### src/rtl/dmem_pkg.sv
// Shared constants for the data-memory arbiter: memory command encoding,
// arbiter state encoding and counter width.
package dmem_pkg;

    localparam int CNT_W = 4;

    localparam logic [1:0] MEMCTL_IDLE  = 2'b00;
    localparam logic [1:0] MEMCTL_READ  = 2'b01;
    localparam logic [1:0] MEMCTL_WRITE = 2'b10;

    typedef enum logic [1:0] {
        ST_IDLE   = 2'd0,
        ST_WAIT_C = 2'd1,
        ST_WAIT_D = 2'd2
    } state_t;

endpackage

### src/rtl/dmem_lat_timer.sv
// Loadable down-counter that tracks cycles remaining until read data is valid.
module dmem_lat_timer
    import dmem_pkg::*;
(
    input  logic             clk,
    input  logic             reset_n,
    input  logic             load,
    input  logic [CNT_W-1:0] load_val,
    input  logic             dec,
    output logic             zero
);

    logic [CNT_W-1:0] count;

    always_ff @(posedge clk or negedge reset_n) begin
        if (!reset_n) begin
            count <= '0;
        end else if (load) begin
            count <= load_val;
        end else if (dec && (count != '0)) begin
            count <= count - 1'b1;
        end
    end

    assign zero = (count == '0);

endmodule

### src/rtl/dmem_arbiter.sv
// Single-port data memory arbiter between the core MEM stage and a DMA port,
// with fixed read latency tracking and DMA starvation protection.
module dmem_arbiter
    import dmem_pkg::*;
#(
    parameter int MEM_LAT    = 2,
    parameter int DMA_STARVE = 4
) (
    input  logic        clk,
    input  logic        reset_n,
    input  logic [1:0]  core_mem_ctrl,
    input  logic [31:0] core_addr,
    input  logic [31:0] core_wdata,
    output logic [31:0] core_rdata,
    output logic        core_stall,
    input  logic        dma_req,
    input  logic        dma_we,
    input  logic [31:0] dma_addr,
    input  logic [31:0] dma_wdata,
    output logic        dma_gnt,
    output logic        dma_rvalid,
    output logic [31:0] dma_rdata,
    output logic [1:0]  mem_ctrl,
    output logic [31:0] mem_addr,
    output logic [31:0] mem_wdata,
    input  logic [31:0] mem_rdata
);

    localparam logic [CNT_W-1:0] LAT_LOAD   = CNT_W'(MEM_LAT - 1);
    localparam logic [CNT_W-1:0] STARVE_MAX = CNT_W'(DMA_STARVE);

    state_t           state;
    logic [CNT_W-1:0] starve_cnt;
    logic             lat_zero;
    logic             core_valid;
    logic             core_read;
    logic             dma_win;
    logic             core_win;
    logic             lat_load;

    function automatic logic [CNT_W-1:0] sat_inc(input logic [CNT_W-1:0] v);
        return (v >= STARVE_MAX) ? STARVE_MAX : v + 1'b1;
    endfunction

    assign core_valid = (core_mem_ctrl == MEMCTL_READ) || (core_mem_ctrl == MEMCTL_WRITE);
    assign core_read  = (core_mem_ctrl == MEMCTL_READ);
    assign dma_win    = (state == ST_IDLE) && dma_req &&
                        (!core_valid || (starve_cnt == STARVE_MAX));
    assign core_win   = (state == ST_IDLE) && core_valid && !dma_win;
    assign lat_load   = (core_win && core_read) || (dma_win && !dma_we);

    dmem_lat_timer u_lat_timer (
        .clk      (clk),
        .reset_n  (reset_n),
        .load     (lat_load),
        .load_val (LAT_LOAD),
        .dec      (state != ST_IDLE),
        .zero     (lat_zero)
    );

    always_ff @(posedge clk or negedge reset_n) begin
        if (!reset_n) begin
            state      <= ST_IDLE;
            starve_cnt <= '0;
        end else begin
            case (state)
                ST_IDLE: begin
                    if (dma_win) begin
                        starve_cnt <= '0;
                        if (!dma_we) state <= ST_WAIT_D;
                    end else if (core_win) begin
                        starve_cnt <= dma_req ? sat_inc(starve_cnt) : '0;
                        if (core_read) state <= ST_WAIT_C;
                    end else begin
                        starve_cnt <= '0;
                    end
                end
                ST_WAIT_C: if (lat_zero) state <= ST_IDLE;
                ST_WAIT_D: if (lat_zero) state <= ST_IDLE;
                default:   state <= ST_IDLE;
            endcase
        end
    end

    // Issue and data-return signals are combinational and forced quiet in reset.
    always_comb begin
        mem_ctrl   = MEMCTL_IDLE;
        mem_addr   = '0;
        mem_wdata  = '0;
        core_stall = 1'b0;
        core_rdata = '0;
        dma_gnt    = 1'b0;
        dma_rvalid = 1'b0;
        dma_rdata  = '0;
        if (reset_n) begin
            case (state)
                ST_IDLE: begin
                    if (dma_win) begin
                        mem_ctrl   = dma_we ? MEMCTL_WRITE : MEMCTL_READ;
                        mem_addr   = dma_addr;
                        mem_wdata  = dma_wdata;
                        dma_gnt    = 1'b1;
                        core_stall = core_valid;
                    end else if (core_win) begin
                        mem_ctrl   = core_mem_ctrl;
                        mem_addr   = core_addr;
                        mem_wdata  = core_wdata;
                        core_stall = core_read;
                    end
                end
                ST_WAIT_C: begin
                    if (lat_zero) core_rdata = mem_rdata;
                    else          core_stall = 1'b1;
                end
                ST_WAIT_D: begin
                    core_stall = core_valid;
                    if (lat_zero) begin
                        dma_rvalid = 1'b1;
                        dma_rdata  = mem_rdata;
                    end
                end
                default: ;
            endcase
        end
    end

endmodule
### config.mk
export PLATFORM = sky130hd
export DESIGN_NAME = dmem_arbiter
export DESIGN_NICKNAME = d
export VERILOG_FILES = /design/src/rtl/dmem_pkg.sv /design/src/rtl/dmem_lat_timer.sv /design/src/rtl/dmem_arbiter.sv
export SDC_FILE = /design/constraint.sdc
export NUM_CORES = 1
export LEC_CHECK = 0
export CAP_MARGIN = 20
export CORE_AREA = 5 5 114 116
export DETAILED_ROUTE_END_ITERATION = 7
export DIE_AREA = 0 0 119 121
export SLEW_MARGIN = 20
export SYNTH_ARGS = -nofsm -noshare
export SYNTH_HDL_FRONTEND = slang
export SYNTH_HIERARCHICAL = 1
export SYNTH_SLANG_ARGS = --single-unit
### constraint.sdc
create_clock -name clk -period 3.1 [get_ports clk]
set_input_delay 0.775 -clock clk [delete_from_list [all_inputs] [get_ports clk]]
set_output_delay 0.775 -clock clk [all_outputs]
set_load 0.01 [all_outputs]
=== After elaboration in Yosys (flattened, before gate mapping) ===
Index checks and enable logic that the tools add are counted.
W data, S select, Z words.

* Bits of input ports: 166
* Register bits after elaboration: 10
* Word-level logic and storage cells: 76
* Output and inout port bits: 133

* Equal/unequal tests: 9
* Reductions and logical operators: 20
* Magnitude comparators: 1
* Add/sub/neg operators: 2
* Mux-type cells: 41

{| class="wikitable"
|+ Operator list
! operator !! count
|-
| $mux W32 || 13
|-
| $mux W4 || 6
|-
| $mux W2 || 10
|-
| $mux W1 || 10
|-
| $ne A3 B3 Y1 const B || 3
|-
| $logic_and A1 B1 Y1 || 7
|-
| $add A4 B1 Y4 const B || 1
|-
| $eq A2 B1 Y1 const B || 2
|-
| $eq A2 B2 Y1 const B || 2
|-
| $eq A4 B3 Y1 const B || 1
|-
| $ge A4 B3 Y1 const B || 1
|-
| $logic_not A4 Y1 || 1
|-
| $pmux W2 S2 || 1
|-
| $reduce_and A4 Y1 || 1
|-
| $reduce_bool A2 Y1 || 2
|-
| $reduce_bool A4 Y1 || 1
|-
| $sub A4 B1 Y4 const B || 1
|-
| $logic_not A1 Y1 || 3
|-
| $logic_or A1 B1 Y1 || 3
|-
| $pmux W1 S3 || 1
|-
| $logic_not A2 Y1 || 1
|-
| $ne A2 B1 Y1 const B || 1
|-
| $reduce_or A2 Y1 || 1
|}

=== Depth between registers and ports, before layout ===
* Depth in word-level cells: 11
* Gate-level depth with buffers: 11
* Gate-level depth less buffers: 8

=== Cells and area by module ===
The synthesis kept the hierarchy.

{| class="wikitable"
|+ By module, submodules not included
! module !! area each (µm²) !! times used !! cells an instance
|-
| dmem_arbiter || 1,798.0 || 1 || 285
|-
| dmem_lat_timer || 252.7 || 1 || 27
|}

=== Worst setup path before layout ===
No wires, ideal clock.

* Kind: in2out
* Start point: in core_mem_ctrl[1]
* End point: out mem_ctrl[1]
* Data arrival time: 1.995 ns
* Data required time: 2.325 ns
* Stages: 7
* Buffers on the path: 1
* Setup slack: 0.330 ns
* Cell sequence: inv_1 ha_1 nor2b_1 a21boi_2 buf_2 nand2_1 a21oi_1

* Word-level cells in the longest chain between the ends: 11
* Elaborated cells on any way between the ends: 13
* Classes of those cells: eq/ne (2); mux (4); reduce/logical (7)

{| class="wikitable"
|+ Ends and longest elaborated chain
! item !! RTL line !! RTL
|-
| start: declaration || dmem_arbiter.sv:11 || <nowiki>input logic [1:0] core_mem_ctrl,</nowiki>
|-
| $eq A2 B1 Y1 or $eq A2 B2 Y1 (tied branches) || dmem_arbiter.sv:45 || <nowiki>assign core_valid = (core_mem_ctrl == MEMCTL_READ) || (core_mem_ctrl == MEMCTL_WRITE);</nowiki>
|-
| $logic_or A1 B1 Y1 || dmem_arbiter.sv:45 ||
|-
| $logic_not A1 Y1 || dmem_arbiter.sv:48 || <nowiki>(!core_valid || (starve_cnt == STARVE_MAX));</nowiki>
|-
| $logic_or A1 B1 Y1 || dmem_arbiter.sv:48 ||
|-
| $logic_and A1 B1 Y1 || dmem_arbiter.sv:47 || <nowiki>assign dma_win = (state == ST_IDLE) && dma_req &&</nowiki>
|-
| $logic_not A1 Y1 || dmem_arbiter.sv:49 || <nowiki>assign core_win = (state == ST_IDLE) && core_valid && !dma_win;</nowiki>
|-
| $logic_and A1 B1 Y1 || dmem_arbiter.sv:49 ||
|-
| $mux W2 || dmem_arbiter.sv:104 || <nowiki>end else if (core_win) begin</nowiki>
|-
| $mux W2 * || dmem_arbiter.sv:98 || <nowiki>if (dma_win) begin</nowiki>
|-
| $mux W2 * || dmem_arbiter.sv:96 || <nowiki>case (state)</nowiki>
|-
| $mux W2 * || dmem_arbiter.sv:95 || <nowiki>if (reset_n) begin</nowiki>
|-
| end: declaration || dmem_arbiter.sv:23 || <nowiki>output logic [1:0] mem_ctrl,</nowiki>
|}

Mark *: on every way between the ends. The rest lies on a longest branch, timed or not.

=== Worst setup path in the final report ===
* Start point: in core_mem_ctrl[1]
* End point: out mem_wdata[27]

* Word-level cells in the longest chain between the ends: 11
* Elaborated cells on any way between the ends: 13
* Classes of those cells: eq/ne (2); mux (4); reduce/logical (7)

{| class="wikitable"
|+ Ends and longest elaborated chain
! item !! RTL line !! RTL
|-
| $eq A2 B1 Y1 or $eq A2 B2 Y1 (tied branches) || dmem_arbiter.sv:45 ||
|-
| $logic_or A1 B1 Y1 * || dmem_arbiter.sv:45 ||
|-
| $logic_not A1 Y1 || dmem_arbiter.sv:48 ||
|-
| $logic_or A1 B1 Y1 || dmem_arbiter.sv:48 ||
|-
| $logic_and A1 B1 Y1 || dmem_arbiter.sv:47 ||
|-
| $logic_not A1 Y1 || dmem_arbiter.sv:49 ||
|-
| $logic_and A1 B1 Y1 || dmem_arbiter.sv:49 ||
|-
| $mux W32 || dmem_arbiter.sv:104 ||
|-
| $mux W32 * || dmem_arbiter.sv:98 ||
|-
| $mux W32 * || dmem_arbiter.sv:96 ||
|-
| $mux W32 * || dmem_arbiter.sv:95 ||
|-
| end: declaration || dmem_arbiter.sv:25 || <nowiki>output logic [31:0] mem_wdata,</nowiki>
|}

Marked as above.

==> impl_metrics.yaml <==
global_routing:
  grt_max_degree: 65
  antenna_found_initial: 1
  grt_usage: 0.1753
  overflow: 0
  grt_pass1_wl_um: 20420
  grt_pass1_vias: 3765
synthesis:
  synth_compound_area_frac: 0.3185
  synth-simple-area-share: 0.4033
  ys_types: 39
  netlist_area_um2: 2051
  yosysWarnings: 6
  synth_top_family_by_area: "simple AND/OR/NAND/NOR gates"
  ys_ff_latch: 10
  synth.area.mux_share: 0.004881
  syn_area_per_cell_um2: 6.573
  yosysSeqAreaShare: 0.1220
  synthCells: 312
  synthAdderAreaFrac: 0.04881
  synth-xor-area-share: 0
cts:
  clk_pin_slew_worst_paths_ns: 0.04
  clk-insertion-delay-late_ns: 0.23
  htree_num_levels: 1
  cts_tree: "done"
  cts.sinks: 10
  cts_buffers: 3
  clock_path_buffers: 2
  ctsHoldBuffers: 0
  cts_root_buf: "clkbuf_16"
worst_hold_path:
  hold_path.class: "in -> async"
flow_run:
  maxCapViolCount: 0
finish:
  final_cells: 773
  final_util: 0.4609
  syn2layout_area_growth_pct: 165.5
  drive_gt1_frac: 0.2204
  antenna_cells: 0
  final_nets: 801
  fin_area_um2: 5444
run_status:
  status: "finished, final reports clean"
power_and_ir_drop:
  power.density_cell_area_nw_per_um2: 447.2
  p_leak_nw: 2.664
  irDropWorstVdd_mv: 0.2221
  power_mw: 2.434
drt:
  wl_met1_um: 4849
  vias: 3509
  drc: 0
  top_layer_used: "met5"
  wl_met2_um: 6864
  dr.pass1.iters: 4
  detail-route-antenna-nets: 0
  drt-wirelength-per-cell_um: 17.34
  finalWirelength_um: 13400
  wl_met3_um: 1457
  avgViaCountPerCell: 4.539
  drt_iter0_markers: 106
setup_path:
  required_ns: 2.32
  reg2reg_to: "u_lat_timer/count[1]"
  crit_fanout: 8
  reg2reg_depth: 13
  slowest_stage: "o211a_4"
  r2r-start: "starve_cnt[0]"
  worstSetupStartpoint: "core_mem_ctrl[1]"
  critPathKind: "in -> out"
  slowest_delay_ns: 0.29
  crit_path_frequent_cell: "buf_6"
  worstPathArrival_ns: 2.24
  r2r_slack_ns: 0.52
  worstSetupStartpointType: "primary input"
  crit_chain: "buf_2 > inv_2 > ha_4 > buf_6 > o211a_4 > buf_6 > a22oi_1 > nor2_1 > clkdlybuf4s15_2"
  endpoint_kind: "output port"
floorplanning:
  die_width_um: 119
  design.core.area_um2: 11810
  die_h_um: 121
  die_area_um2: 14400
  boundaryPins: 299
  start_util: 0.1736
  rows: 40
placed_design:
  port_buffers: 298
  place_ws_ns: -0.8054
  hpwlAfterDp_um: 11060
  placed_cells: 760
  place_area_um2: 5393
  gp_congestion: 0.8203
sta:
  hold_viol_final: 0
  drv_slew: 0
  clock_skew_ns: 0.002737
  finalWorstSetupSlack_ns: 0.08324
  slew_headroom: 0.6624
  tns_ns: 0
  rsz0062_at_grt: "false"
  tightest_slew_ns: 0.5011
  setup_violations: 0
  period_share: 0.9731
  fmax_mhz: 331.5
  layout_min_cycle_time_ns: 3.017
  worst_hold_slack_ns: 0.5241
[synth_stat cells]
cell	number	share of area
a21boi_2	1	0.0055
a21o_1	1	0.0037
a21oi_1	7	0.017
a221o_1	1	0.0049
a222oi_1	1	0.0049
a22oi_1	64	0.23
a2bb2oi_1	1	0.0043
a31o_2	1	0.0043
and2_1	65	0.20
and3_1	2	0.0061
and3_4	1	0.0055
and3b_1	1	0.0043
and4b_2	1	0.0055
buf_1	1	0.0018
buf_2	9	0.022
buf_6	4	0.022
clkbuf_1	17	0.031
conb_1	2	0.0037
dfrtp_1	10	0.12
ha_1	8	0.049
inv_1	12	0.022
mux2i_1	1	0.0049
nand2_1	9	0.016
nand2b_1	1	0.0031
nand3_1	2	0.0049
nand4b_1	1	0.0043
nor2_1	69	0.13
nor2b_1	3	0.0092
nor3_1	1	0.0024
nor3b_1	2	0.0073
nor4b_1	1	0.0043
o2111ai_1	1	0.0043
o211a_4	1	0.0085
o211ai_1	2	0.0073
o21ai_0	4	0.0098
o21ai_1	1	0.0024
o22ai_1	1	0.0031
o31a_1	1	0.0043
or3b_4	1	0.0055
[worst max-delay path: cells and delay by family]
kind	cells	cell delay, ns
compound gates	2	0.47
simple gates	1	0.07
fa+ha+maj	1	0.25
buf+inv	5	0.67
[placed cells by master, fill, tap and decap left out, drive strengths merged, types with 2 or more instances in the layout]
cell type,count
nor2b,3
a22oi,64
nor3b,2
nand2,9
o21ai,5
o211ai,2
nand3,2
and2,65
dlygate4sd2,68
nor2,69
ha,8
clkdlybuf4s50,161
inv,12
a21oi,7
o211a,2
clkdlybuf4s15,13
and3,3
conb,4
buf,87
clkbuf,12
dfrtp,10
[sequential cells by signal (all words and copies together) (netlist names)]
register,count
u_lat_timer/count,4
starve_cnt,4
state,2
[worst max path at each step]
stage / cells after the start / to / slack [ns]
after global placement: 9 / mem_ctrl[1] / -0.73
after detailed placement: 9 / mem_ctrl[1] / -0.81
final: 9 / mem_wdata[27] / 0.08
after global routing: 9 / mem_wdata[27] / 0.005
after floorplan: 7 / mem_ctrl[1] / 0.33
after CTS: 10 / mem_ctrl[1] / 0.003
[routing by layer]
metal / track usage / vias to the layer above
li1: - / 1717
met1: 0.1900 / 1573
met2: 0.3225 / 205
met3: 0.06946 / 12
met4: 0.03476 / 2
met5: 0 / -
[kinds of logic after synthesis]
kind of cell / after synthesis
buffers and inverters: 43
and+or+nand+nor: 160
AOI/OAI and AO/OA: 88
other: 2
adders and majority gates: 8
muxes: 1
DFF: 10
[where the power goes]
part	switching [mW]	total (mW)	internal [mW]
Combinational	0.945	1.96	1.02
Clock	0.0581	0.252	0.194
Sequential	0.0401	0.221	0.181
Total	1.04	2.43	1.39
[layout make-up]
type,count,area (um^2)
fillers,1188,6367
repair buffers,338,3149
multi-input cells,262,1727
flip-flops and latches,10,250.2
well taps,147,183.9
clock buffers,4,88.84
inverters,12,45.04
[repair_timing]
action,CTS,global route
cloned,5,0
pin swaps,3,3
resized for setup,327,22
endpoints found under the setup margin,133,54
buffers inserted,4,0
endpoints found under the hold margin,0,0
Power figures use the tool's default switching activity.
